--- config.mk ---
export PLATFORM = sky130hd
export DESIGN_NAME = wm_cycle_ctrl_flat
export DESIGN_NICKNAME = d
export VERILOG_FILES = /design/src/rtl/wm_cycle_ctrl_if.sv /design/src/rtl/wm_cycle_ctrl.sv /design/src/flat_wrapper.sv
export SDC_FILE = /design/constraint.sdc
export NUM_CORES = 1
export LEC_CHECK = 0
export BUFFER_PORTS_ARGS = -buffer_cell sky130_fd_sc_hd__buf_2
export CAP_MARGIN = 20
export CELL_PAD_IN_SITES_DETAIL_PLACEMENT = 1
export CELL_PAD_IN_SITES_GLOBAL_PLACEMENT = 1
export CORE_ASPECT_RATIO = 1.25
export CORE_MARGIN = 3
export CORE_UTILIZATION = 37
export CTS_CLUSTER_SIZE = 25
export DETAILED_ROUTE_END_ITERATION = 12
export PLACE_DENSITY_LB_ADDON = 0.12
export SLEW_MARGIN = 20
export SYNTH_ARGS = -nofsm -noshare
export SYNTH_HDL_FRONTEND = slang
export SYNTH_SLANG_ARGS = --single-unit
--- constraint.sdc ---
create_clock -name clk -period 1.89 [get_ports clk]
set_input_delay 0.378 -clock clk [delete_from_list [all_inputs] [get_ports clk]]
set_output_delay 0.378 -clock clk [all_outputs]
set_load 0.01 [all_outputs]
--- src/rtl/wm_cycle_ctrl_if.sv ---
// Front-panel/sensor to sequencer bundle for the washing-machine controller.
// master = panel/sensor side, slave = wm_cycle_ctrl.
interface wm_cycle_ctrl_if;
    logic       start;
    logic       pause;
    logic       abort;
    logic       door_closed;
    logic       level_full;
    logic       level_empty;
    logic       door_lock;
    logic       fill_valve;
    logic       drain_pump;
    logic       wash;
    logic       rinse;
    logic       spin;
    logic       done;
    logic       fault;
    logic [3:0] phase;

    modport master (
        output start, pause, abort, door_closed, level_full, level_empty,
        input  door_lock, fill_valve, drain_pump, wash, rinse, spin, done, fault, phase
    );
    modport slave (
        input  start, pause, abort, door_closed, level_full, level_empty,
        output door_lock, fill_valve, drain_pump, wash, rinse, spin, done, fault, phase
    );
endinterface

--- src/rtl/wm_cycle_ctrl.sv ---
// Washing-machine programme sequencer: fill/wash/drain/fill/rinse/drain/spin
// with door interlock, pause, abort and level-sensor timeout faults.
module wm_cycle_ctrl #(
    parameter int CW      = 8,
    parameter int WASH_T  = 20,
    parameter int RINSE_T = 10,
    parameter int SPIN_T  = 15,
    parameter int LVL_TMO = 30
) (
    input  logic          clk,
    input  logic          reset,
    wm_cycle_ctrl_if.slave bus
);
    typedef enum logic [3:0] {
        S_IDLE   = 4'd0,
        S_FILL1  = 4'd1,
        S_WASH   = 4'd2,
        S_DRAIN1 = 4'd3,
        S_FILL2  = 4'd4,
        S_RINSE  = 4'd5,
        S_DRAIN2 = 4'd6,
        S_SPIN   = 4'd7,
        S_FAULT  = 4'd8
    } state_t;

    localparam logic [CW-1:0] WASH_END  = CW'(WASH_T - 1);
    localparam logic [CW-1:0] RINSE_END = CW'(RINSE_T - 1);
    localparam logic [CW-1:0] SPIN_END  = CW'(SPIN_T - 1);
    localparam logic [CW-1:0] TMO_END   = CW'(LVL_TMO - 1);

    state_t        state, state_n;
    logic [CW-1:0] timer, timer_n;
    logic          paused_q, paused_n;
    logic          done_q, done_n;
    logic          running;

    assign running = (state != S_IDLE) && (state != S_FAULT);

    always_ff @(posedge clk) begin
        if (reset) begin
            state    <= S_IDLE;
            timer    <= '0;
            paused_q <= 1'b0;
            done_q   <= 1'b0;
        end else begin
            state    <= state_n;
            timer    <= timer_n;
            paused_q <= paused_n;
            done_q   <= done_n;
        end
    end

    always_comb begin
        state_n  = state;
        timer_n  = timer + CW'(1);
        paused_n = 1'b0;
        done_n   = 1'b0;
        case (state)
            S_IDLE:  if (bus.start && bus.door_closed) state_n = S_FILL1;
            S_FAULT: if (bus.abort) state_n = S_IDLE;
            default: begin
                if (!bus.door_closed) begin
                    state_n = S_FAULT;
                end else if (bus.abort) begin
                    state_n = S_IDLE;
                end else if (bus.pause) begin
                    paused_n = 1'b1;
                    timer_n  = timer;
                end else begin
                    // Sensor arriving on the timeout edge takes precedence over the fault.
                    case (state)
                        S_FILL1:  if (bus.level_full)       state_n = S_WASH;
                                  else if (timer == TMO_END) state_n = S_FAULT;
                        S_WASH:   if (timer == WASH_END)     state_n = S_DRAIN1;
                        S_DRAIN1: if (bus.level_empty)      state_n = S_FILL2;
                                  else if (timer == TMO_END) state_n = S_FAULT;
                        S_FILL2:  if (bus.level_full)       state_n = S_RINSE;
                                  else if (timer == TMO_END) state_n = S_FAULT;
                        S_RINSE:  if (timer == RINSE_END)    state_n = S_DRAIN2;
                        S_DRAIN2: if (bus.level_empty)      state_n = S_SPIN;
                                  else if (timer == TMO_END) state_n = S_FAULT;
                        S_SPIN:   if (timer == SPIN_END) begin
                                      state_n = S_IDLE;
                                      done_n  = 1'b1;
                                  end
                        default:  state_n = S_IDLE;
                    endcase
                end
            end
        endcase
        if (state_n != state || !running) timer_n = '0;
    end

    assign bus.phase      = state;
    assign bus.fault      = (state == S_FAULT);
    assign bus.door_lock  = running;
    assign bus.done       = done_q;
    assign bus.fill_valve = ((state == S_FILL1) || (state == S_FILL2)) && !paused_q;
    assign bus.wash       = (state == S_WASH) && !paused_q;
    assign bus.rinse      = (state == S_RINSE) && !paused_q;
    assign bus.drain_pump = ((state == S_DRAIN1) || (state == S_DRAIN2) || (state == S_SPIN)) && !paused_q;
    assign bus.spin       = (state == S_SPIN) && !paused_q;
endmodule

--- src/flat_wrapper.sv ---
// flat-port wrapper written by rule: the top's interface ports become plain ports
module wm_cycle_ctrl_flat 
#(
    parameter int CW      = 8,
    parameter int WASH_T  = 20,
    parameter int RINSE_T = 10,
    parameter int SPIN_T  = 15,
    parameter int LVL_TMO = 30
)
  (clk, reset, bus_start, bus_pause, bus_abort, bus_door_closed, bus_level_full, bus_level_empty, bus_door_lock, bus_fill_valve, bus_drain_pump, bus_wash, bus_rinse, bus_spin, bus_done, bus_fault, bus_phase);
  wm_cycle_ctrl_if bus_i ();
  input  logic clk;
  input  logic reset;
  input wire logic [$bits(bus_i.start)-1:0] bus_start;
  input wire logic [$bits(bus_i.pause)-1:0] bus_pause;
  input wire logic [$bits(bus_i.abort)-1:0] bus_abort;
  input wire logic [$bits(bus_i.door_closed)-1:0] bus_door_closed;
  input wire logic [$bits(bus_i.level_full)-1:0] bus_level_full;
  input wire logic [$bits(bus_i.level_empty)-1:0] bus_level_empty;
  output wire logic [$bits(bus_i.door_lock)-1:0] bus_door_lock;
  output wire logic [$bits(bus_i.fill_valve)-1:0] bus_fill_valve;
  output wire logic [$bits(bus_i.drain_pump)-1:0] bus_drain_pump;
  output wire logic [$bits(bus_i.wash)-1:0] bus_wash;
  output wire logic [$bits(bus_i.rinse)-1:0] bus_rinse;
  output wire logic [$bits(bus_i.spin)-1:0] bus_spin;
  output wire logic [$bits(bus_i.done)-1:0] bus_done;
  output wire logic [$bits(bus_i.fault)-1:0] bus_fault;
  output wire logic [$bits(bus_i.phase)-1:0] bus_phase;
  assign bus_i.start = bus_start;
  assign bus_i.pause = bus_pause;
  assign bus_i.abort = bus_abort;
  assign bus_i.door_closed = bus_door_closed;
  assign bus_i.level_full = bus_level_full;
  assign bus_i.level_empty = bus_level_empty;
  assign bus_door_lock = bus_i.door_lock;
  assign bus_fill_valve = bus_i.fill_valve;
  assign bus_drain_pump = bus_i.drain_pump;
  assign bus_wash = bus_i.wash;
  assign bus_rinse = bus_i.rinse;
  assign bus_spin = bus_i.spin;
  assign bus_done = bus_i.done;
  assign bus_fault = bus_i.fault;
  assign bus_phase = bus_i.phase;
  wm_cycle_ctrl #(.CW(CW), .WASH_T(WASH_T), .RINSE_T(RINSE_T), .SPIN_T(SPIN_T), .LVL_TMO(LVL_TMO)) u_core (.clk(clk), .reset(reset), .bus(bus_i));
endmodule
==> flow_summary_export.csv <==
group,metric,value,unit
status,status,"complete, but fails checks",
status,violations,"negative setup slack",
clock_network,path_clk_slew,0.10,ns
sta,hold_viol_final,0,
cells_and_area,fill_cells,376,
detailed_routing,drt_first_iter_violations,71,
sta,totalNegativeSetupSlack,-1.40,ns
sta,slew_violations,0,
detailed_routing,firstDrtPassIters,4,
synth,synth_fa_ha_area_share,3.22,%
clock_network,cts_tree,"yes",
synth,syn_area,0.00117,mm²
critical_path,worstPathRequired,2.08,ns
global_routing,grt_max_degree,10,
critical_path,path_max_fanout,8,
die,fp.dieH,68.8,µm
clock_network,clock_sinks,14,
detailed_routing,drcViolationCount,0,
detailed_routing,wire_per_inst,20.6,µm
synth,synth.avg_cell_area,8.39,µm²
clock_network,htreeDepth,1,
worst_hold_path,worstHoldStart,"reset",
critical_path,start_kind,"flop",
die,die_x,56.2,µm
synth,synth-simple-area-share,38.6,%
critical_path,critPathSlowestCell,"or4b_4",
global_routing,track_usage,25.5,%
clock_network,cts_made_buffers,3,
synth,synthXorXnorAreaFrac,6.01,%
die,core,0.00297,mm²
critical_path,worstReg2RegEnd,"u_core.timer[2]",
power,ir_drop,0.000264,V
synth,synth_compound_gate_area_share,20.1,%
run,maxCapViolCount,0,
sta,tightest_slew,0.378,ns
cells_and_area,diodes,0,
critical_path,crit_arrival,2.25,ns
die,ios,20,
synth,synth_nets,150,
synth,synth_common_cells,"nor2_1 (19), dfxtp_1 (14), nor4_1 (10), nand2_1 (9)",
sta,min_period,2.06,ns
global_routing,grt_antenna_before_repair,0,
synth,ys_async_sr_fraction,0,%
clock_network,cts_buffer_depth,2,
placement,gp_congestion,0.851,
synth,synth_top_family_by_area,"simple AND/OR/NAND/NOR gates",
critical_path,endpoint_kind,"flop",
sta,worst_slack,-0.171,ns
synth,syn-instance-count,139,
sta,relSlewSlack,74.8,%
global_routing,grt_overflow,0,
synth,synth_top_area_cell,"dfxtp_1",
synth,synth_cell_type_count,53,
detailed_routing,wl,4830,µm
critical_path,rr_worst_depth,6,
sta,min_period_over_period,109,%
worst_hold_path,whs_endpoint,"u_core.bus.phase[2]",
placement,hpwlAfterDp,3230,µm
sta,clock.fmax,485,MHz
cells_and_area,area_growth,56.0,%
critical_path,critPathBufInv,1,
power,power_density,356,mW/mm²
detailed_routing,vias,1372,
synth,synthMuxAreaShare,0.858,%
cells_and_area,nNetsFinal,211,
synth,synth_top_area_share,24.0,%
sta,setup_viol,10,
global_routing,grt_pass1_wl,7590,µm
detailed_routing,vias_per_cell,5.84,
clock_network,clock_latency,0.30,ns
critical_path,crit_chain,"or4b_4, o31ai_4, o21ai_4, a221oi_4, buf_12, nor4_1",
critical_path,path_depth,6,
synth,ys_seq_area_share,24.0,%
synth,yosysMostFrequentCell,"nor2_1",
synth,synth_warnings,0,
sta,grt_setup_unrepaired,"true",
synth,synth-seq-cells,14,
synth,synth_edf_count,0,
worst_hold_path,min_path_type,"input pin to flop",
critical_path,max_stage_delay,0.60,ns
critical_path,regToRegStartpoint,"u_core.timer[5]",
detailed_routing,detail-route-antenna-nets,0,
power,total_power,0.648,mW
clock_network,cts_root_buf,"clkbuf_4",
synth,synthTopCellsByArea,"dfxtp_1 (24%), nor2_1 (6.1%), nor4_1 (5.4%)",
die,start_util,39.2,%
die,rows,22,
critical_path,r2r_slack,-0.17,ns
global_routing,grt_pass1_vias,1453,
worst_hold_path,hold-path-cell-count,2,
synth,synth_ff_type,"dfxtp_1",
sta,fin_worst_skew,0.00920,ns
power,p_leak,0.737,nW
cells_and_area,drive_above_1_share,55.3,%
critical_path,worst_path_dominant_cell_family,"compound AO/OA/AOI/OAI gates",
placement,io_buffers,19,
critical_path,timing_worst_setup_path_type,"flop to flop",
die,dieArea,0.00387,mm²
==> cell type report <==
type	count	area [µm²]	share of cell area, %
clock buffers	4	36.3	1.99
inverters	5	18.8	1.03
multi-input cells	113	965	53.0
flip-flops and latches	14	292	16.0
well taps	36	45.0	2.48
repair buffers	63	463	25.4
==> flip-flops by register name, summed over array words and instances (netlist names) <==
register and flops:
u_core.bus.done 1, u_core.bus.phase 4, u_core.paused_q 1, u_core.timer 8
==> worst max path at each step <==
stage / from / endpoint / slack [ns]
CTS: u_core.timer[6] / u_core.timer[6] / -0.11
floorplan: u_core.timer[1] / u_core.timer[1] / 0.008
detailed placement: u_core.timer[7] / u_core.timer[6] / -0.12
global placement: u_core.timer[7] / u_core.timer[0] / -0.07
global route: u_core.timer[5] / u_core.timer[7] / -0.22
finish: u_core.timer[5] / u_core.timer[2] / -0.17
==> worst reg2reg max path: stages (launching register included) <==
cell,delay (ns)
dfxtp_2,0.35
or4b_4,0.60
o31ai_4,0.33
o21ai_4,0.10
a221oi_4,0.34
buf_12,0.18
nor4_1,0.06
==> per-stage QoR <==
step / util [%] / area, µm² / instances / setup slack [ns] / hold WS, ns
floorplan: - / 1170 / 139 / 0.00825 / 0.447
global placement: 52.4 / 1560 / 227 / -0.0661 / 0.573
detailed placement: 52.4 / 1560 / 227 / -0.121 / 0.570
CTS: 59.6 / 1770 / 235 / -0.115 / 0.322
global route: 61.2 / 1820 / 235 / -0.217 / 0.329
finish: 61.2 / 1820 / 235 / -0.171 / 0.336
==> layer usage <==
metal	wire length (µm)	vias up	GRT usage (%)	share of wire [%]
met2	2640	40	47.8	55
met4	115	0	12.8	2.4
met5	0	-	0	0
met3	168	12	2.61	3.5
met1	1910	683	29.1	40
li1	-	637	-	-
==> cell families after synthesis <==
group | after synthesis
AOI/OAI and AO/OA | 25
xor gates and xnor gates | 8
adders and majority gates | 3
buffers and inverters | 12
DFF | 14
muxes | 1
and+or+nand+nor | 76
==> repair_timing <==
action | 4_1_cts | 5_1_grt
gates resized for setup | 23 | 11
pin swaps | 7 | 8
setup buffers | 5 | 0
setup endpoints to repair | 11 | 15
hold buffers | 0 | 0
==> layout by cell type (no fill, tap or decap), types with 2 or more instances in the layout <==
cell type	Yosys	routed
nor3_1	2	2
nand4b_1	2	2
nor2_1	19	17
and2_1	3	3
xnor2_1	2	2
a22oi_2	1	2
nor2_2	1	3
o21ai_1	1	2
nor4_1	10	3
clkbuf_4	0	3
nand2_1	9	9
dfxtp_2	0	6
buf_12	0	3
nand4_1	6	6
nor4_4	0	2
inv_1	3	3
buf_2	1	19
inv_2	2	2
nor2b_1	3	3
a21oi_1	5	5
or4b_4	1	2
xor2_1	6	5
buf_4	0	41
dfxtp_1	14	7
nand3_1	6	5
ha_1	3	2
nor4_2	0	5
==> power by group <==
| group | switching, mW | total (mW) | leakage [nW] | internal (mW) |
|---|---|---|---|---|
| logic | 0.0644 | 0.113 | 0.599 | 0.0485 |
| clock network | 0.119 | 0.236 | 0.0210 | 0.118 |
| registers | 0.00365 | 0.299 | 0.117 | 0.295 |
| total | 0.187 | 0.648 | 0.737 | 0.462 |
No activity file was read; power rests on OpenSTA's default activity.
